**config.mk**
```make
export PLATFORM = sky130hd
export DESIGN_NAME = pc_packer
export DESIGN_NICKNAME = d
export VERILOG_FILES = /design/src/rtl/pc_packer.sv
export SDC_FILE = /design/constraint.sdc
export NUM_CORES = 1
export LEC_CHECK = 0
export ABC_AREA = 1
export CORE_AREA = 2 2 224 226
export CTS_CLUSTER_DIAMETER = 200
export DETAILED_ROUTE_END_ITERATION = 12
export DIE_AREA = 0 0 226 228
export PLACE_DENSITY = 0.44
export SLEW_MARGIN = 15
export SYNTH_ARGS = -nofsm -noshare
export SYNTH_HDL_FRONTEND = slang
export SYNTH_SLANG_ARGS = --single-unit
```
**constraint.sdc**
```tcl
create_clock -name clk -period 5 [get_ports clk]
set_input_delay 1 -clock clk [delete_from_list [all_inputs] [get_ports clk]]
set_output_delay 1 -clock clk [all_outputs]
set_load 0.01 [all_outputs]
```
**src/rtl/pc_packer.sv**
```systemverilog
// -----------------------------------------------------------------------------
// pc_packer
// Upstream (FPGA-to-PC) word builder. Merges BD output words, config-register
// readback responses and (optionally) heartbeat timestamps into one stream of
// NPCout-bit words. The top 3 bits of every word carry a type code:
//   000 BD word      payload = bd_in_data
//   001 readback     payload = {addr, conf_reg_in[addr]}  (addr >= Nreg -> data 0)
//   010 heartbeat lo payload = time[20:0]
//   011 heartbeat hi payload = time[41:21]
// Payloads are right-aligned and zero-padded.
//
// Optional feature macro: PC_PACKER_HEARTBEAT_EN
//   defined   : 42-bit time counter, tick generator, heartbeat pair emission
//   undefined : pure BD/RB round-robin, hb_dropped tied 0, HB_PERIOD unused
//
// Ports:
//   clk           in   clock
//   reset         in   asynchronous active-low reset
//   bd_in_valid   in   BD word available
//   bd_in_data    in   BD word
//   bd_in_ready   out  BD word accepted this cycle (combinational)
//   rb_req_valid  in   readback request
//   rb_req_addr   in   register index to read
//   rb_req_ready  out  request accepted this cycle (combinational)
//   conf_reg_in   in   live register contents [Nreg-1:0][Nconf-1:0]
//   pc_out_valid  out  output word valid
//   pc_out_data   out  output word
//   pc_out_ready  in   downstream accepts
//   hb_dropped    out  one-cycle pulse when a heartbeat tick is discarded
// -----------------------------------------------------------------------------
module pc_packer #(
    parameter int NPCout    = 24,
    parameter int NBDdata   = 21,
    parameter int Nconf     = 16,
    parameter int Nreg      = 32,
    parameter int HB_PERIOD = 1000000
) (
    input  logic                            clk,
    input  logic                            reset,
    input  logic                            bd_in_valid,
    input  logic [NBDdata-1:0]              bd_in_data,
    output logic                            bd_in_ready,
    input  logic                            rb_req_valid,
    input  logic [$clog2(Nreg)-1:0]         rb_req_addr,
    output logic                            rb_req_ready,
    input  logic [Nreg-1:0][Nconf-1:0]      conf_reg_in,
    output logic                            pc_out_valid,
    output logic [NPCout-1:0]               pc_out_data,
    input  logic                            pc_out_ready,
    output logic                            hb_dropped
);

    localparam int AW = $clog2(Nreg);
    localparam int PW = NPCout - 3;

    localparam logic [2:0] CODE_BD  = 3'b000;
    localparam logic [2:0] CODE_RB  = 3'b001;
    localparam logic [2:0] CODE_HBL = 3'b010;
    localparam logic [2:0] CODE_HBH = 3'b011;

    typedef enum logic [2:0] {
        GNT_NONE = 3'd0,
        GNT_BD   = 3'd1,
        GNT_RB   = 3'd2,
        GNT_HBL  = 3'd3,
        GNT_HBH  = 3'd4
    } grant_t;

    generate
        if (NBDdata > NPCout - 3) begin : g_chk_bd
            $error("pc_packer: NBDdata must be <= NPCout-3");
        end
        if (AW + Nconf > NPCout - 3) begin : g_chk_rb
            $error("pc_packer: $clog2(Nreg)+Nconf must be <= NPCout-3");
        end
        if (HB_PERIOD < 1) begin : g_chk_hb
            $error("pc_packer: HB_PERIOD must be >= 1");
        end
    endgenerate

    logic              r_pc_out_valid;
    logic [NPCout-1:0] r_pc_out_data;
    logic              r_last_grant_rb;
    logic              w_load;
    grant_t            w_rr_grant;
    grant_t            w_grant;
    logic [Nconf-1:0]  w_rb_data;
    logic [PW-1:0]     w_payload;
    logic [2:0]        w_code;

    assign w_load       = !r_pc_out_valid || pc_out_ready;
    assign bd_in_ready  = w_load && (w_grant == GNT_BD);
    assign rb_req_ready = w_load && (w_grant == GNT_RB);
    assign pc_out_valid = r_pc_out_valid;
    assign pc_out_data  = r_pc_out_data;

    // Round-robin choice between BD and RB: on contention the one not served last wins.
    always_comb begin
        w_rr_grant = GNT_NONE;
        if (bd_in_valid && rb_req_valid) begin
            if (r_last_grant_rb) begin
                w_rr_grant = GNT_BD;
            end else begin
                w_rr_grant = GNT_RB;
            end
        end else if (bd_in_valid) begin
            w_rr_grant = GNT_BD;
        end else if (rb_req_valid) begin
            w_rr_grant = GNT_RB;
        end else begin
            w_rr_grant = GNT_NONE;
        end
    end

`ifdef PC_PACKER_HEARTBEAT_EN
    typedef enum logic [0:0] {
        ST_ARB   = 1'b0,
        ST_HB_HI = 1'b1
    } state_t;

    // HB_PERIOD of 1 degenerates to a tick every cycle with a 1-bit counter.
    localparam int             TW        = (HB_PERIOD > 1) ? $clog2(HB_PERIOD) : 1;
    localparam logic [TW-1:0]  TICK_LAST = TW'(HB_PERIOD - 1);

    generate
        if (PW < 21) begin : g_chk_hbw
            $error("pc_packer: heartbeat halves need NPCout-3 >= 21");
        end
    endgenerate

    state_t        r_state;
    state_t        w_state_nxt;
    logic [TW-1:0] r_tick_cnt;
    logic [41:0]   r_time;
    logic [41:0]   r_hb_time;
    logic [20:0]   r_hb_hi_half;
    logic          r_hb_pending;
    logic          r_hb_dropped;
    logic          w_tick;
    logic          w_hb_low_load;

    assign w_tick        = (r_tick_cnt == TICK_LAST);
    assign w_hb_low_load = w_load && (w_grant == GNT_HBL);
    assign hb_dropped    = r_hb_dropped;

    // Arbiter next state / grant: heartbeat low word pre-empts BD/RB, high word follows it.
    always_comb begin
        w_grant     = GNT_NONE;
        w_state_nxt = r_state;
        case (r_state)
            ST_ARB: begin
                if (r_hb_pending) begin
                    w_grant = GNT_HBL;
                    if (w_load) begin
                        w_state_nxt = ST_HB_HI;
                    end else begin
                        w_state_nxt = ST_ARB;
                    end
                end else begin
                    w_grant     = w_rr_grant;
                    w_state_nxt = ST_ARB;
                end
            end
            ST_HB_HI: begin
                w_grant = GNT_HBH;
                if (w_load) begin
                    w_state_nxt = ST_ARB;
                end else begin
                    w_state_nxt = ST_HB_HI;
                end
            end
            default: begin
                w_grant     = GNT_NONE;
                w_state_nxt = ST_ARB;
            end
        endcase
    end

    // Arbiter state register.
    always_ff @(posedge clk or negedge reset) begin
        if (!reset) begin
            r_state <= ST_ARB;
        end else begin
            r_state <= w_state_nxt;
        end
    end

    // Free-running 42-bit time counter and HB_PERIOD tick divider.
    always_ff @(posedge clk or negedge reset) begin
        if (!reset) begin
            r_time     <= 42'd0;
            r_tick_cnt <= '0;
        end else begin
            r_time <= r_time + 42'd1;
            if (w_tick) begin
                r_tick_cnt <= '0;
            end else begin
                r_tick_cnt <= r_tick_cnt + TW'(1);
            end
        end
    end

    // Heartbeat pending flag, timestamp capture and drop pulse. The high half is
    // latched when the low word goes out so a new capture cannot tear the pair.
    always_ff @(posedge clk or negedge reset) begin
        if (!reset) begin
            r_hb_pending <= 1'b0;
            r_hb_time    <= 42'd0;
            r_hb_hi_half <= 21'd0;
            r_hb_dropped <= 1'b0;
        end else begin
            r_hb_dropped <= 1'b0;
            if (w_hb_low_load) begin
                r_hb_hi_half <= r_hb_time[41:21];
            end
            if (w_tick && (!r_hb_pending || w_hb_low_load)) begin
                r_hb_pending <= 1'b1;
                r_hb_time    <= r_time;
            end else if (w_tick) begin
                r_hb_dropped <= 1'b1;
            end else if (w_hb_low_load) begin
                r_hb_pending <= 1'b0;
            end
        end
    end
`else
    assign w_grant    = w_rr_grant;
    assign hb_dropped = 1'b0;
`endif

    // Readback data lookup; out-of-range addresses read as zero.
    always_comb begin
        w_rb_data = '0;
        if (int'(rb_req_addr) < Nreg) begin
            w_rb_data = conf_reg_in[rb_req_addr];
        end else begin
            w_rb_data = '0;
        end
    end

    // Type code and right-aligned payload for the granted source.
    always_comb begin
        w_code    = CODE_BD;
        w_payload = '0;
        case (w_grant)
            GNT_BD: begin
                w_code                   = CODE_BD;
                w_payload[NBDdata-1:0]   = bd_in_data;
            end
            GNT_RB: begin
                w_code                   = CODE_RB;
                w_payload[AW+Nconf-1:0]  = {rb_req_addr, w_rb_data};
            end
`ifdef PC_PACKER_HEARTBEAT_EN
            GNT_HBL: begin
                w_code          = CODE_HBL;
                w_payload[20:0] = r_hb_time[20:0];
            end
            GNT_HBH: begin
                w_code          = CODE_HBH;
                w_payload[20:0] = r_hb_hi_half;
            end
`endif
            default: begin
                w_code    = CODE_BD;
                w_payload = '0;
            end
        endcase
    end

    // Output register: loads when empty or draining, holds under backpressure.
    always_ff @(posedge clk or negedge reset) begin
        if (!reset) begin
            r_pc_out_valid <= 1'b0;
            r_pc_out_data  <= '0;
        end else if (w_load) begin
            if (w_grant != GNT_NONE) begin
                r_pc_out_valid <= 1'b1;
                r_pc_out_data  <= {w_code, w_payload};
            end else begin
                r_pc_out_valid <= 1'b0;
            end
        end
    end

    // Round-robin pointer: remembers whether RB got the last BD/RB grant.
    always_ff @(posedge clk or negedge reset) begin
        if (!reset) begin
            r_last_grant_rb <= 1'b1;
        end else if (w_load && (w_grant == GNT_BD)) begin
            r_last_grant_rb <= 1'b0;
        end else if (w_load && (w_grant == GNT_RB)) begin
            r_last_grant_rb <= 1'b1;
        end
    end

endmodule

```
==> results.json <==
{
  "grt_max_degree": 176,
  "synthesis.instances": 1660,
  "reg2reg_depth": 10,
  "die_h_um": 228,
  "slew_viol_final": 0,
  "final.period_utilization_pct": 81.67,
  "row_count": 82,
  "post-synth-top-area-fraction_pct": 41.47,
  "intPower_mw": 1.010,
  "status": "finished, final reports clean",
  "cp-end-kind": "output pin",
  "max_slew.worst_pin.slew_ns": 1.167,
  "viasPerCell": 4.119,
  "seq_power_share_pct": 15.4,
  "ys_ff_latch": 24,
  "combPwrFrac_pct": 73.2,
  "htreeDepth": 1,
  "area_delta_synth_final_pct": 78.77,
  "initialDrtViolationCount": 662,
  "num_vias": 11560,
  "final_util_pct": 27.54,
  "worst_ep_arrival_time_ns": 3.08,
  "final-hold-violation-count": 0,
  "post_cts_buffers": 0,
  "grt_overflow": 0,
  "track_usage_pct": 18.78,
  "cpPeakStageDelay_ns": 0.56,
  "hpwl_um": 41000,
  "post_drt_wl_per_cell_um": 18.14,
  "synth_edf_count": 0,
  "setup.worst_path.start_class": "input pin",
  "worstSkewPairLatency_ns": 0.26,
  "p_sw_mw": 0.7256,
  "yosys-top-cells-count": "nand2_1 (840), nand3_1 (336), inv_1 (268)",
  "fin_tns_setup_ns": 0,
  "clk_pin_slew_ns": 0.07,
  "cts_made_buffers": 3,
  "cp_cell_sequence": "clkdlybuf4s50_1 > inv_1 > o21ai_0 > ha_1 > buf_4 > inv_1 > nor2_1 > clkdlybuf4s50_1",
  "cts.sink_count": 24,
  "yosysSeqAreaShare_pct": 7.916,
  "drv_cap": 0,
  "leakage_nw": 7.093,
  "layout-drive-gt1-share_pct": 1.313,
  "clockBufferDepth": 2,
  "cts_hold_buf": 0,
  "yosysUniqueCellTypes": 21,
  "syn_avg_cell_area_um2": 4.580,
  "grt_pass1_vias": 11640,
  "vdd_ir_drop_max_mv": 0.1181,
  "cts_tree": "built",
  "drc": 0,
  "swShare_pct": 41.80,
  "power.density_mw_per_mm2": 127.7,
  "synth_most_common_cell": "nand2_1",
  "final_antenna_net_count": 0,
  "grt_first_pass_wirelength_um": 72430,
  "setup_ws_ns": 0.9165,
  "coreArea_mm2": 0.04935,
  "hold_class": "register to register",
  "ys.warnings.count": 0,
  "die_w_um": 226,
  "min_period_ns": 4.084,
  "slew_headroom_pct": 21.88,
  "post-place-ws_ns": 0.9242,
  "dr.pass1.iters": 5,
  "layout.cells.non_filler": 2806,
  "setup_violations": 0,
  "antenna_found_initial": 4,
  "dp.cells": 2800,
  "synth_largest_area_cell": "nand2_1",
  "boundaryPins": 571,
  "mappedNetlistArea_mm2": 0.007602,
  "drt-total-wl_um": 50900,
  "whs_path_depth": 2,
  "critical_path.max_fanout": 22,
  "routabilityCongestion": 0.8468,
  "fmax_ghz": 0.2449,
  "crit_type": "input pin to output pin",
  "io_buffers": 567,
  "slowest_stage": "clkdlybuf4s50_1",
  "synth_flop_cell": "dfrtp_1",
  "rsz0062_at_grt": "no",
  "pwr-share-clk_pct": 11.4,
  "die-area_mm2": 0.05153,
  "fin_nets": 2679,
  "cts_resized": 0,
  "cts_root_buf": "clkbuf_16",
  "finClkSkew_ns": 0.003350,
  "initial_core_util_pct": 15.40,
  "worstPathRequired_ns": 4.00,
  "synthTopCellsByArea": "nand2_1 (41%), nand3_1 (22%), inv_1 (13%)",
  "async_reset_ff_share_pct": 100.0,
  "fillCellCount": 5743
}
==> critical path, delay by kind of cell <==
kind	cells	cell delay (ns)
AND/OR/NAND/NOR	1	0.15
AO/OA/AOI/OAI	1	0.32
buffers and inverters	5	1.41
adder cells (fa/ha/maj)	1	0.21
==> state kept, by name (all words and copies together) (netlist names) <==
name,flops
pc_out_data,22
r_last_grant_rb,1
pc_out_valid,1
==> routing by layer <==
layer | GRT usage (%) | routed length (um) | vias to the layer above | share of wire [%]
met2 | 33.66 | 24390 | 437 | 48
met4 | 3.808 | 1034 | 2 | 2.0
met1 | 23.39 | 21890 | 5171 | 43
li1 | - | - | 5914 | -
met3 | 3.130 | 3587 | 34 | 7.0
met5 | 0 | 8 | - | 0.016
==> layout by cell type, fill, tap and decap left out <==
| cell type | instances |
|---|---|
| o21ai_0 | 23 |
| buf_6 | 1 |
| a22o_1 | 4 |
| dfstp_2 | 1 |
| inv_8 | 1 |
| clkbuf_8 | 1 |
| buf_8 | 1 |
| inv_4 | 1 |
| a21oi_1 | 2 |
| clkinv_2 | 1 |
| buf_2 | 1 |
| clkdlybuf4s50_1 | 563 |
| conb_1 | 3 |
| buf_12 | 3 |
| inv_1 | 267 |
| clkbuf_16 | 3 |
| buf_4 | 14 |
| nand2_1 | 840 |
| nor2_1 | 39 |
| nand3_1 | 336 |
| a21o_1 | 1 |
| diode_2 | 2 |
| dfrtp_1 | 23 |
| ha_1 | 3 |
==> power by group through the flow <==
| stage | sequential [mW] | clock, mW | combinational, mW |
|---|---|---|---|
| 6_report | 0.268 | 0.198 | 1.27 |
| 2_1_floorplan | 0.290 | 0 | 0.526 |
| 4_1_cts | 0.268 | 0.202 | 1.29 |
| 3_5_place_dp | 0.271 | 0 | 1.29 |
| 3_3_place_gp | 0.271 | 0 | 1.28 |
| 5_1_grt | 0.274 | 0.210 | 1.39 |
==> path summary, 6_finish.rpt <==
kind / start / to / slack (ns)
worst min register to register: pc_out_data[10] / pc_out_data[10] / 0.49
worst max register to register: r_last_grant_rb / pc_out_data[10] / 2.72
min in group asynchronous: reset / pc_out_data[0] / 1.10
worst max-delay path: bd_in_valid / bd_in_ready / 0.92
worst min-delay path: pc_out_data[10] / pc_out_data[10] / 0.49
max in group asynchronous: reset / r_last_grant_rb / 3.20
==> cell families after synthesis <==
kind of cell / count (synthesis) / share of synthesized area, %
compound gates: 30 / 2.205
fa+ha+maj: 3 / 0.4938
simple gates: 1215 / 65.52
other cells: 1 / 0.04933
flops: 24 / 7.916
buf+inv: 387 / 23.81
==> through the flow <==
stage               hold slack (ns)  total power, mW  instance area [um2]
floorplan                    0.4794           0.8162                 7610
global placement             0.4631            1.555                13500
detailed placement           0.4646            1.559                13500
CTS                          0.4835            1.765                13590
global route                 0.5013            1.876                13590
finish                       0.4852            1.736                13590
==> area by class of cell <==
class,instances,area (um2),area share [%]
flip-flops and latches,24,601.8,4.428
clock buffers,4,88.84,0.6537
multi-input cells,1251,5197,38.24
diodes,2,5.005,0.03683
well taps,672,840.8,6.187
inverters,270,1025,7.540
repair buffers,583,5832,42.91
Note: power is estimated with default switching activity, not from simulation.
